==> config.mk <==
export PLATFORM = sky130hd
export DESIGN_NAME = tile_row_fetcher
export DESIGN_NICKNAME = d
export VERILOG_FILES = /design/src/rtl/tile_row_fetcher.sv
export SDC_FILE = /design/constraint.sdc
export NUM_CORES = 1
export LEC_CHECK = 0
export ABC_AREA = 1
export BUFFER_PORTS_ARGS = -buffer_cell sky130_fd_sc_hd__buf_2
export CAP_MARGIN = 20
export CORE_ASPECT_RATIO = 1.1
export CORE_MARGIN = 2
export CORE_UTILIZATION = 25
export CTS_CLUSTER_DIAMETER = 60
export DETAILED_ROUTE_END_ITERATION = 8
export PLACE_DENSITY = 0.53
export SYNTH_ARGS = -nofsm -noshare
export SYNTH_HDL_FRONTEND = slang
export SYNTH_SLANG_ARGS = --single-unit
export TNS_END_PERCENT = 20
==> constraint.sdc <==
create_clock -name Clk -period 1.8 [get_ports Clk]
set_input_delay 0.36 -clock Clk [delete_from_list [all_inputs] [get_ports Clk]]
set_output_delay 0.36 -clock Clk [all_outputs]
set_load 0.05 [all_outputs]
==> src/rtl/tile_row_fetcher.sv <==
// Per-pixel tile ID source for the 10x10 playfield: fetches one map row per
// tile row during h-blank into a double-buffered line store, then streams it.
//
// state   | meaning
// --------+-------------------------------------------------------------
// S_IDLE  | waiting for the row trigger (DrawX==640 on lines 39,79,..,399)
// S_FETCH | issuing 10 reads, one per cycle
// S_DRAIN | last read data lands in the fill buffer
// S_DONE  | waiting for DrawX==799 to swap fill/active buffers
module tile_row_fetcher #(
    parameter  int MAP_COLS = 64,
    parameter  int ADDR_W   = 10,
    localparam int COL_W    = $clog2(MAP_COLS)
) (
    input  logic              Clk,
    input  logic              Reset_n,
    input  logic [9:0]        DrawX,
    input  logic [9:0]        DrawY,
    input  logic [COL_W-1:0]  scroll_col,
    output logic              rd_en,
    output logic [ADDR_W-1:0] rd_addr,
    input  logic [2:0]        rd_data,
    output logic [2:0]        blockID
);

    typedef enum logic [1:0] {S_IDLE, S_FETCH, S_DRAIN, S_DONE} state_t;

    state_t              r_state;
    logic [3:0]          r_row;
    logic [3:0]          r_idx;
    logic [3:0]          r_wr_idx;
    logic                r_wr_en;
    logic [COL_W-1:0]    r_scroll_q;
    logic                r_sel;
    logic [2:0]          r_buf [2][10];
    logic                r_rd_en;
    logic [ADDR_W-1:0]   r_rd_addr;
    logic [2:0]          r_bid;
    logic [3:0]          r_tile;
    logic [5:0]          r_sub;

    logic                w_trig;
    logic [3:0]          w_trig_row;
    logic [COL_W-1:0]    w_base_col;
    logic [COL_W-1:0]    w_next_col;
    logic [3:0]          w_ntile;
    logic [5:0]          w_nsub;
    logic                w_in_y;

    function automatic logic [ADDR_W-1:0] f_addr(input logic [3:0] row,
                                                 input logic [COL_W-1:0] col);
        return (ADDR_W'(row) << COL_W) | ADDR_W'(col);
    endfunction

    always_comb begin
        w_trig     = 1'b0;
        w_trig_row = 4'd0;
        if (DrawX == 10'd640) begin
            for (int k = 0; k < 10; k++) begin
                if (DrawY == 10'(39 + 40 * k)) begin
                    w_trig     = 1'b1;
                    w_trig_row = 4'(k);
                end
            end
        end
    end

    // Row 0 uses the live scroll value since scroll_q is latched on this same edge.
    assign w_base_col = (w_trig_row == 4'd0) ? scroll_col : r_scroll_q;
    assign w_next_col = r_scroll_q + COL_W'(r_idx) + COL_W'(1);

    always_ff @(posedge Clk or negedge Reset_n) begin
        if (!Reset_n) begin
            r_state    <= S_IDLE;
            r_row      <= 4'd0;
            r_idx      <= 4'd0;
            r_wr_idx   <= 4'd0;
            r_wr_en    <= 1'b0;
            r_scroll_q <= '0;
            r_sel      <= 1'b0;
            r_rd_en    <= 1'b0;
            r_rd_addr  <= '0;
            for (int b = 0; b < 2; b++)
                for (int t = 0; t < 10; t++)
                    r_buf[b][t] <= 3'd0;
        end else begin
            r_wr_en  <= r_rd_en;
            r_wr_idx <= r_idx;
            if (r_wr_en)
                r_buf[~r_sel][r_wr_idx] <= rd_data;
            case (r_state)
                S_IDLE: begin
                    if (w_trig) begin
                        r_row     <= w_trig_row;
                        if (w_trig_row == 4'd0)
                            r_scroll_q <= scroll_col;
                        r_idx     <= 4'd0;
                        r_rd_en   <= 1'b1;
                        r_rd_addr <= f_addr(w_trig_row, w_base_col);
                        r_state   <= S_FETCH;
                    end
                end
                S_FETCH: begin
                    if (r_idx == 4'd9) begin
                        r_rd_en <= 1'b0;
                        r_state <= S_DRAIN;
                    end else begin
                        r_idx     <= r_idx + 4'd1;
                        r_rd_addr <= f_addr(r_row, w_next_col);
                    end
                end
                S_DRAIN: r_state <= S_DONE;
                S_DONE: begin
                    if (DrawX == 10'd799) begin
                        r_sel   <= ~r_sel;
                        r_state <= S_IDLE;
                    end
                end
                default: r_state <= S_IDLE;
            endcase
        end
    end

    // Counters hold the position of pixel DrawX; blockID is computed for DrawX+1.
    always_comb begin
        w_nsub  = r_sub + 6'd1;
        w_ntile = r_tile;
        if (r_sub == 6'd39) begin
            w_nsub  = 6'd0;
            w_ntile = r_tile + 4'd1;
        end
    end

    assign w_in_y = (DrawY >= 10'd40) && (DrawY < 10'd440);

    always_ff @(posedge Clk or negedge Reset_n) begin
        if (!Reset_n) begin
            r_tile <= 4'd0;
            r_sub  <= 6'd0;
            r_bid  <= 3'd0;
        end else if (DrawX == 10'd119) begin
            r_tile <= 4'd0;
            r_sub  <= 6'd0;
            r_bid  <= w_in_y ? r_buf[r_sel][0] : 3'd0;
        end else if ((DrawX >= 10'd120) && (DrawX <= 10'd518)) begin
            r_tile <= w_ntile;
            r_sub  <= w_nsub;
            r_bid  <= w_in_y ? r_buf[r_sel][w_ntile] : 3'd0;
        end else begin
            r_bid  <= 3'd0;
        end
    end

    assign rd_en   = r_rd_en;
    assign rd_addr = r_rd_addr;
    assign blockID = r_bid;

endmodule
* After elaboration in Yosys (flattened, before gate mapping)
Cells that the tools add are included.
Word-level totals: flip-flop bits (word level) 106, word-level logic and storage cells 145, input port bits 31
Cells by class: add/sub/neg operators 5, bitwise gates (word level) 7, reduce and logical (&&, ||, !) cells 13, order comparisons 10, eq/ne operators 22, muxes and demuxes 56
Operators by type and width (count):
- 30-bit 2-to-1 mux | 4
- 60-bit bitwise mux | 1
- 4-bit 2-to-1 mux | 14
- 10-bit by 9-bit equality test with 1-bit output (second input constant) | 4
- 30-bit demux with 1-bit select | 1
- 10-bit by 7-bit equality test with 1-bit output (second input constant) | 3
- 10-bit by 8-bit equality test with 1-bit output (second input constant) | 3
- 6-bit 2-to-1 mux | 4
- 3-bit 2-to-1 mux | 7
- 10-bit equality test (second input constant) | 2
- 10-bit 2-to-1 mux | 2
- 10-bit by 6-bit OR with 10-bit output | 2
- 10-bit case mux with 2 select lines | 1
- 1-bit 2-to-1 mux | 14
- 6-bit by 1-bit adder with 6-bit output (second input constant) | 2
- 3-bit binary-select mux with 4-bit select | 1
- 3-bit demux with 4-bit select | 1
- 10-bit by 6-bit equality test with 1-bit output (second input constant) | 1
- 10-bit by 6-bit greater-or-equal comparator with 1-bit output (second input constant) | 1
- 10-bit by 7-bit greater-or-equal comparator with 1-bit output (second input constant) | 1
- 5-bit greater-or-equal comparator (second input constant) | 2
- 10-bit less-or-equal comparator (second input constant) | 1
- 10-bit by 9-bit < comparator with 1-bit output (second input constant) | 1
- 4-bit NOT with 5-bit output | 2
- 22 further kinds | 38

* Longest topological paths before layout
Gate-level depths: netlist of the first run.
depth after elaboration 16, gate-level depth with buffers 15, depth with buffers taken out 14

* Worst setup path after synthesis of the first run
Ideal clock, no wire load.
path kind reg-to-reg, start reg r_sub[0], end reg r_bid[1] (netlist: blockID[1]), stages on the path, launching flop included 12, data arrival time 1579 ps, library setup time 117 ps, period minus slack after synthesis 1696 ps, required time 1683 ps, path buffers 0, slack 104 ps, cell sequence dfrtp_1 -> ha_1 -> nand2_2 -> nor2_4 -> nand2_4 -> inv_1 -> o21ai_0 -> inv_1 -> nand4_1 -> nand2_1 -> nand2_1 -> nand2_1
Between the ends: longest elaborated chain between the ends 9
Ends and longest elaborated chain:
- start, declared | line 40 | logic [5:0] r_sub;
- start signal, assigned | line 147 | r_sub <= w_nsub;
- 6-bit equality test | line 128 | if (r_sub == 6'd39) begin
- 4-bit 2-to-1 mux | line 128
- 4-bit NOT with 5-bit output (not written as such) | line 148 | r_bid <= w_in_y ? r_buf[r_sel][w_ntile] : 3'd0;
- 3-bit binary-select mux with 4-bit select | line 148
- 3-bit 2-to-1 mux (not written as such) (2 in series) | line 148
- 3-bit 2-to-1 mux | line 148
- 3-bit 2-to-1 mux | line 145 | end else if ((DrawX >= 10'd120) && (DrawX <= 10'd518)) begin
- 3-bit 2-to-1 mux | line 141 | end else if (DrawX == 10'd119) begin
- end signal, assigned | line 144 | r_bid <= w_in_y ? r_buf[r_sel][0] : 3'd0;
- end signal, assigned | line 148
- end, declared | line 38 | logic [2:0] r_bid;
No other way between the ends. The select of a mux whose other input is x is not followed. A chain may end at the register's enable or synchronous reset.

* Final worst setup path of the first run
start reg r_sub[1], end reg r_bid[1] (netlist: blockID[1])
The elaborated chain is that of the path after synthesis.

==> flow_summary.ini, run 1 <==
[grt]
track_usage_pct = 13.0
grt_pass1_vias = 5114
grt_pass1_wl_microns = 25600
overflow = 0
antenna_found_initial = 0
grt_max_degree = 64

[finish]
final_cell_mix = nand2_1 (218), dfrtp_1 (105), o21ai_0 (92), nor2_1 (88)
antenna_cells = 0
final_common_cell = nand2_1
nFillCells = 2526
drive_above_1_share_pct = 21.3
design_area_sq_um = 7330
ff_latch_area_sq_um = 2650
nets = 914
multi_input_area_sq_um = 2920
syn2layout_area_growth_pct = 24.8

[placement]
gp_congestion = 0.842
dp_hpwl_microns = 10800
place_area_sq_um = 6860
port_buffers = 44
place_ws_ns = -0.142

[floorplan]
fp-row-count = 58
die_h_microns = 165
die_area_sq_um = 24700
ios = 45
start_util_pct = 25.6
die_x_microns = 150
coreArea_sq_um = 22900

[synthesis]
synthFlopType = dfrtp_1
synth.area.top_cells = dfrtp_1 (45%), nand2_1 (14%), o21ai_0 (8.4%)
synthCells = 765
synth.net_count = 810
synthArstFlopShare_pct = 100
avgSynthCellArea_sq_um = 7.67
synth_top_area_share_pct = 45.2
synth-seq-cells = 106
ys_seq_area_share_pct = 45.2
netlist_area_sq_um = 5870
synth_edf_count = 0
yosysTopAreaCell = dfrtp_1
netlist-cell-type-count = 40
synth_warnings = 0

[sta]
max_slew_margin_pct = 74.2
setup_viol = 0
period_minus_slack_ns = 1.77
hold_viol = 0
hold_ws_ns = 0.312
rsz0062_at_grt = yes
fin_crit_sh_pct = 98.6
worstMarginPinSlew_ns = 0.382
finalSetupTns_ns = 0
skew_ns = 0.0110
max_freq_mhz = 564
timing.final.ws_setup_ns = 0.0255
slew_viol_final = 0

[drt]
routed-via-count = 5245
vias_per_cell = 4.47
drt_wl_total_microns = 15200
routedWlPerCell_microns = 13.0
drtAntennaViolNets = 0
drcViolationCount = 0
drtIter0Drc = 282
drtPass1Iterations = 5

[clock_tree]
cts_max_level = 3
cts-root-buf = clkbuf_16
cts_buffers = 9
cts_sinks = 106
cts_tree = done
insertion_delay_ns = 0.36
path_clk_slew_ns = 0.07
clockBufferDepth = 2

[min_path]
hold_depth = 5
hp-class = input port to register

[outcome]
status = finished clean

[setup_path]
worstPathRequired_ns = 2.09
endpoint_kind = register
ff2ff_path_depth = 13
worst-endpoint-arrival_ns = 2.06
crit_type = register to register
worst_setup_path_start_kind = register
cp_slowest_cell = dfrtp_1
cpPeakStageDelay_ns = 0.37
crit_fanout = 7
path_cells = ha_2 -> nand2_2 -> nor2_4 -> nand2_4 -> buf_4 -> o21ai_4 -> buf_6 -> nand3_1 -> nand3_1 -> nand3_1 -> nand2_1 -> nand2_1 -> nand2_1

[power_and_ir_drop]
cellPowerDensity_nw_per_um2 = 1010
p_leak_nw = 3.78
vdd_ir_drop_max_v = 0.000862

[job]
cap_violations = 0
logic make-up after synthesis:
kind of cell,synth area share (%)
compound gates,12.3
xor+xnor,1.34
fa+ha+maj,3.11
buf+inv,5.99
flops,45.2
mux,0.341
simple gates,31.7
synthesized netlist by cell type (all sizes together) (2+ instances only):
cell	n
nand2	234
o21ai	115
dfrtp	106
nor2	94
nand3	62
inv	59
a21oi	14
ha	13
nor3	12
buf	9
clkbuf	9
nand4	9
xor2	9
or2	6
clkinv	4
o22ai	3
a31oi	2
mux2i	2
timing repair:
| item | 4_1_cts | 5_1_grt |
|---|---|---|
| hold buffers | 1 | 0 |
| setup endpoints to repair | 3 | 17 |
| gates resized for setup | 10 | 16 |
| hold endpoints to repair | 17 | 0 |
| pin swaps | 3 | 6 |
| setup buffers | 3 | 4 |
final timing paths:
check | from | to | slack (ns)
worst max-delay path | r_sub[1]$_DFFE_PN0P_ | blockID[1]$_DFF_PN0_ | 0.03
worst min-delay path | scroll_col[0] | rd_addr[0]$_DFFE_PN0P_ | 0.31
worst max register to register | r_sub[1]$_DFFE_PN0P_ | blockID[1]$_DFF_PN0_ | 0.03
worst min register to register | rd_en$_DFFE_PN0P_ | r_wr_en$_DFF_PN0_ | 0.41
max in group asynchronous | Reset_n | r_buf[31]$_DFFE_PN0P_ | 0.93
min in group asynchronous | Reset_n | r_buf[58]$_DFFE_PN0P_ | 0.54
power breakdown:
| part | internal [mW] | switching [mW] | total [mW] |
|---|---|---|---|
| logic | 1.04 | 1.56 | 2.60 |
| clock network | 1.15 | 0.880 | 2.03 |
| registers | 2.60 | 0.164 | 2.76 |
| total | 4.78 | 2.60 | 7.39 |
flip-flops by register name (all words and copies together), names as in the netlist, 2 cells and up:
| name | cells |
|---|---|
| r_buf | 60 |
| r_sub | 6 |
| blockID | 3 |
| r_tile | 4 |
| r_scroll_q | 6 |
| r_state | 2 |
| r_row | 4 |
| r_wr_idx | 4 |
| rd_addr | 10 |
| r_idx | 4 |
layer usage:
layer	GRT usage [%]	part of all wire, %	vias to the layer above
met1	17.8	50	2461
met2	21.1	46	88
met4	2.96	0.62	0
met5	0	0	-
li1	-	-	2689
met3	2.68	3.6	7
area by class of cell:
class | count | area share, %
clock buffers | 11 | 3.45
clock inverters | 4 | 0.700
inverters | 63 | 3.48
multi-input cells | 578 | 39.9
flip-flops and latches | 106 | 36.2
well taps | 300 | 5.12
repair buffers | 111 | 11.1
through the flow:
stage               std cells  power (mW)  util (%)
floorplan                 765        4.34         -
global placement         1150        5.07      29.9
detailed placement       1150        5.08      29.9
CTS                      1169        7.21      31.5
global route             1173        7.87      31.9
finish                   1173        7.39      31.9
critical path: cells and delay by family, from the launching register on:
kind,cells,cell delay [ns]
AND/OR/NAND/NOR,9,0.67
flip-flops,1,0.37
buffers and inverters,2,0.29
adder cells (fa/ha/maj),1,0.20
AO/OA/AOI/OAI,1,0.16
No activity file was read; power rests on OpenSTA's default activity.
==> run 2, diff against run 1 <==
PLACE_DENSITY = 0.46   (was 0.53)
==> run 2 against run 1 <==
  * Utilization is 0.32 points lower
  * Highest routed layer unchanged
  * Clock-buffer cell count stayed put
  * Sequential share of layout area is 0.35 points higher
  * Clock power hardly changed
==> flow_summary.ini, run 2 (synthesized netlist as in run 1, its figures left out) <==
[clock_tree]
cts_buffers = 9
cts_tree = done
cts_max_level = 3
path_clk_slew_ns = 0.08
insertion_delay_ns = 0.35
clockBufferDepth = 2
cts_sinks = 106
cts-root-buf = clkbuf_16

[finish]
largest_register = r_buf
syn2layout_area_growth_pct = 23.6
antenna_cells = 0
instances_no_fill = 1169
final_cell_mix = nand2_1 (218), dfrtp_1 (106), o21ai_0 (96), nor2_1 (88), buf_4 (57)
final_common_cell = nand2_1
drive_above_1_share_pct = 20.7
nets = 909
largest_reg_flops = 60
nFillCells = 2523

[sta]
period_minus_slack_ns = 1.78
finalSetupTns_ns = 0
hold_viol = 0
skew_ns = 0.0133
fin_crit_sh_pct = 99.1
hold_ws_ns = 0.315
max_freq_mhz = 560
max_slew_margin_pct = 74.7
setup_viol = 0
slew_viol_final = 0
rsz0062_at_grt = yes
worstMarginPinSlew_ns = 0.379
timing.final.ws_setup_ns = 0.0154

[placement]
dp_hpwl_microns = 11200
gp_congestion = 0.832
dp_cells = 1151
port_buffers = 44
place_ws_ns = -0.124

[power_and_ir_drop]
p_int_mw = 4.58
sw_frac_of_total_pct = 36.3
p_leak_nw = 3.75
vdd_ir_drop_max_v = 0.000711
p_clk_share_pct = 28.6
seqPwrFrac_pct = 38.4
cellPowerDensity_nw_per_um2 = 991
p_sw_mw = 2.61
combPwrFrac_pct = 33.0

[floorplan]
die_x_microns = 150
die_h_microns = 165
coreArea_sq_um = 22900
start_util_pct = 25.6
ios = 45
die_area_sq_um = 24700
fp-row-count = 58

[grt]
overflow = 0
grt_pass1_wl_microns = 26100
grt_pass1_vias = 5186
grt_max_degree = 67
track_usage_pct = 13.3
antenna_found_initial = 0

[drt]
drtPass1Iterations = 4
drtIter0Drc = 275
drcViolationCount = 0
drtAntennaViolNets = 0
vias_per_cell = 4.47
routed-via-count = 5228
routedWlPerCell_microns = 13.1
drt_wl_total_microns = 15300

[setup_path]
crit_fanout = 9
worst_setup_path_start_kind = register
worstPathRequired_ns = 2.04
crit_type = register to register
ff2ff_path_depth = 13
r2r_start = r_sub[1]$_DFFE_PN0P_
worst-endpoint-arrival_ns = 2.02
regToRegEndpoint = blockID[2]$_DFF_PN0_
path_cells = ha_2 -> nand2_2 -> nor2_4 -> nand3_2 -> nand2_8 -> buf_12 -> o21ai_0 -> nand3_1 -> nand3_1 -> nand2_1 -> nand2_1 -> nand3_1 -> nand2_1
cpPeakStageDelay_ns = 0.36
worstSetupEndpoint = blockID[2]$_DFF_PN0_
critPathLaunch = r_sub[1]$_DFFE_PN0P_
rrSetupSlack_ns = 0.02
cp_slowest_cell = dfrtp_1
endpoint_kind = register

[outcome]
status = finished clean

[job]
cap_violations = 0

[min_path]
hp-class = input port to register
-- run 2: cell types whose count changed in the layout (fill, tap and decap cells not counted), moves of 2 or more --
cell	previous run	this run
buf_12	6	4
buf_6	3	1
inv_6	0	2
nand3_1	58	56
nand3_2	4	6
o21ai_0	92	96
o21ai_1	15	12
-- run 2: what timing repair did --
action | in CTS | in global routing
cloned | 0 | 0
hold buffers | 1 | 0
setup endpoints to repair | 1 | 16
endpoints found under the hold margin | 10 | 0
resized for setup | 3 | 14
pin swaps | 0 | 4
buffers inserted | 0 | 1
-- run 2: how the worst min path moves through the flow --
stage,start,end,slack [ns],depth (start not counted)
CTS,scroll_col[5],r_scroll_q[5]$_DFFE_PN0P_,0.30,5
detailed placement,Reset_n,r_sub[0]$_DFFE_PN0P_,0.24,1
global placement,Reset_n,r_tile[3]$_DFFE_PN0P_,0.24,1
floorplan,Reset_n,blockID[0]$_DFF_PN0_,0.06,0
global route,scroll_col[5],r_scroll_q[5]$_DFFE_PN0P_,0.35,5
finish,scroll_col[5],r_scroll_q[5]$_DFFE_PN0P_,0.32,5
-- run 2: routing by layer --
metal | vias to the layer above | track usage, % | wire, microns
met3 | 8 | 3.18 | 614
met1 | 2450 | 17.3 | 7270
met5 | - | 0 | 0
li1 | 2677 | - | -
met4 | 0 | 2.87 | 116
met2 | 93 | 22.4 | 7290
-- run 2: stage by stage --
| step | util (%) | instance area, sq um | power, mW |
|---|---|---|---|
| floorplan | - | 5870 | 4.34 |
| global placement | 29.9 | 6860 | 5.09 |
| detailed placement | 29.9 | 6860 | 5.09 |
| CTS | 31.4 | 7190 | 7.21 |
| global route | 31.6 | 7250 | 7.66 |
| finish | 31.6 | 7250 | 7.19 |
-- run 2: power by group through the flow --
stage	clock network [mW]	logic, mW	registers (mW)
floorplan	0	1.30	3.04
global placement	0	2.28	2.81
detailed placement	0	2.29	2.80
CTS	2.13	2.33	2.76
global route	2.21	2.66	2.78
finish	2.06	2.37	2.76
-- run 2: critical path: cells and delay by family, from the launching register on --
| kind | cells | cell delay, ns |
|---|---|---|
| flops | 1 | 0.36 |
| fa+ha+maj | 1 | 0.19 |
| compound gates | 1 | 0.13 |
| simple gates | 10 | 0.90 |
| buf+inv | 1 | 0.11 |
-- run 2: layout make-up --
cell class | count | area (sq um) | area share, %
clock buffer | 11 | 243 | 3.35
clock inverter | 5 | 61.3 | 0.845
tap | 300 | 375 | 5.18
inverter | 63 | 248 | 3.42
sequential | 106 | 2650 | 36.6
timing repair buffer | 106 | 744 | 10.3
multi-input combinational | 578 | 2930 | 40.4
==> run 3, diff against run 2 <==
GPL_TIMING_DRIVEN = 0   (was not set)
==> run 3 against run 2 <==
  * The flow now finishes with violations (negative setup slack)
  * Clock skew fell by 0.0018 ns
  * Utilization shrank 0.57 points
  * Clock power decreased by 5%
  * Sequential cell count is the same
  * Via count down 2.6%
  * Wire length up 3.6%
  * Critical path depth is 1 higher
  * Combinational power grew 5%
  * Worst hold slack lost 0.0062 ns
  * Total power up 0.24%
  * Setup slack got worse by 0.12 ns
==> flow_summary.ini, run 3 (synthesized netlist as in run 1, its figures left out) <==
[min_path]
holdPathEnd = r_scroll_q[5]$_DFFE_PN0P_
hp-class = input port to register
hold_depth = 5
hold_path_startpoint = scroll_col[5]

[power_and_ir_drop]
cellPowerDensity_nw_per_um2 = 1010
vdd_ir_drop_max_v = 0.000634
p_leak_nw = 3.60

[floorplan]
die_area_sq_um = 24700
ios = 45
fp-row-count = 58
start_util_pct = 25.6
die_h_microns = 165
die_x_microns = 150
coreArea_sq_um = 22900

[sta]
slew_viol_final = 0
rsz0062_at_grt = yes
hold_viol = 0
fin_crit_sh_pct = 106
timing.final.ws_setup_ns = -0.106
max_freq_mhz = 525
max_slew_margin_pct = 53.2
worstMarginPinSlew_ns = 0.703
period_minus_slack_ns = 1.91
skew_ns = 0.0114
setup_viol = 3

[finish]
largest_reg_flops = 60
final_cell_mix = nand2_1 (216), dfrtp_1 (105), nor2_1 (88), o21ai_0 (85), nand3_1 (54)
final_common_cell = nand2_1
largest_register = r_buf
design_area_sq_um = 7120
drive_above_1_share_pct = 19.8
nets = 887
syn2layout_area_growth_pct = 21.3
antenna_cells = 0

[placement]
port_buffers = 44
place_ws_ns = -0.314
place_area_sq_um = 6500
dp_hpwl_microns = 11000
gp_congestion = 0.806

[setup_path]
ff2ff_path_depth = 14
crit_type = register to register
rrSetupSlack_ns = -0.11
endpoint_kind = register
regToRegEndpoint = blockID[2]$_DFF_PN0_
r2r_start = r_sub[0]$_DFFE_PN0P_
worst_setup_path_start_kind = register
worst-endpoint-arrival_ns = 2.14
worstPathRequired_ns = 2.03
crit_fanout = 7

[drt]
vias_per_cell = 4.45
routed-via-count = 5092
drcViolationCount = 0
drtIter0Drc = 245
drt_wl_total_microns = 15800
drtPass1Iterations = 5
drtAntennaViolNets = 0
routedWlPerCell_microns = 13.8

[outcome]
violations = negative setup slack
status = finished, violations left

[grt]
grt_use_met3_pct = 2.57
track_usage_pct = 13.7
grt_max_degree = 81
use_met1_pct = 18.3
grt_pass1_vias = 5106
overflow = 0
antenna_found_initial = 0
grt_pass1_wl_microns = 26500
grt_use_met2_pct = 22.7
busiest_layer = met2

[clock_tree]
cts_max_level = 3
cts_tree = done
clockBufferDepth = 2
cts-root-buf = clkbuf_16
path_clk_slew_ns = 0.07
cts_buffers = 9
insertion_delay_ns = 0.36
cts_sinks = 106

[job]
cap_violations = 0
==> run 3: worst max path at each step <==
stage | start | end | slack, ns | cells after the start
global placement | Reset_n | r_buf[45]$_DFFE_PN0P_ | -1.06 | 1
global route | r_sub[0]$_DFFE_PN0P_ | blockID[0]$_DFF_PN0_ | -0.25 | 13
floorplan | r_sub[0]$_DFFE_PN0P_ | blockID[1]$_DFF_PN0_ | 0.10 | 11
CTS | r_sub[0]$_DFFE_PN0P_ | blockID[0]$_DFF_PN0_ | -0.14 | 15
detailed placement | r_sub[0]$_DFFE_PN0P_ | blockID[0]$_DFF_PN0_ | -0.31 | 12
finish | r_sub[0]$_DFFE_PN0P_ | blockID[2]$_DFF_PN0_ | -0.11 | 14
==> run 3: report_power, final <==
group          switching [mW]  internal (mW)
Clock                   0.872           1.08
Combinational            1.58          0.910
Sequential              0.170           2.60
Total                    2.62           4.59
==> run 3: through the flow <==
step | setup TNS (ns) | std cells | hold slack, ns | util (%) | power [mW]
2_1_floorplan | 0 | 765 | 0.0644 | - | 4.34
3_3_place_gp | -116.64 | 1109 | 0.460 | 28.2 | 4.95
3_5_place_dp | -4.54 | 1110 | 0.252 | 28.3 | 4.95
4_1_cts | -0.368 | 1136 | 0.295 | 30.5 | 7.13
5_1_grt | -0.695 | 1145 | 0.348 | 31.1 | 7.69
6_report | -0.279 | 1145 | 0.309 | 31.1 | 7.21
==> run 3: critical path: stages (launching register included) <==
cell     delay [ns]
dfrtp_1        0.40
ha_2           0.20
nand2_2        0.09
nor2_4         0.05
nand2_4        0.12
nand2_4        0.08
nand2_8        0.12
buf_6          0.15
o21ai_0        0.12
nand3_1        0.11
nand3_2        0.09
nand2_1        0.08
nand2_1        0.05
nand3_1        0.07
nand2_1        0.07
==> run 3: what timing repair did <==
item / 4_1_cts / 5_1_grt
endpoints found under the setup margin: 35 / 49
pin swaps: 19 / 14
resized for setup: 32 / 28
gates cloned: 1 / 0
hold endpoints to repair: 26 / 0
setup buffers: 10 / 9
hold buffers: 1 / 0
==> run 3: layout make-up <==
cell class / instances / area (sq um)
buffer: 18 / 118
clock buffer: 13 / 280
clock inverter: 1 / 8.76
fill: 2533 / 15800
inverter: 63 / 262
multi-input combinational: 578 / 2980
sequential: 106 / 2650
tap: 300 / 375
timing repair buffer: 66 / 449
==> run 3: layer usage <==
layer	vias up	wire (microns)	part of all wire [%]
met1	2358	7570	48
met2	73	7460	47
met4	0	291	1.8
met3	25	523	3.3
met5	-	0	0
li1	2636	-	-
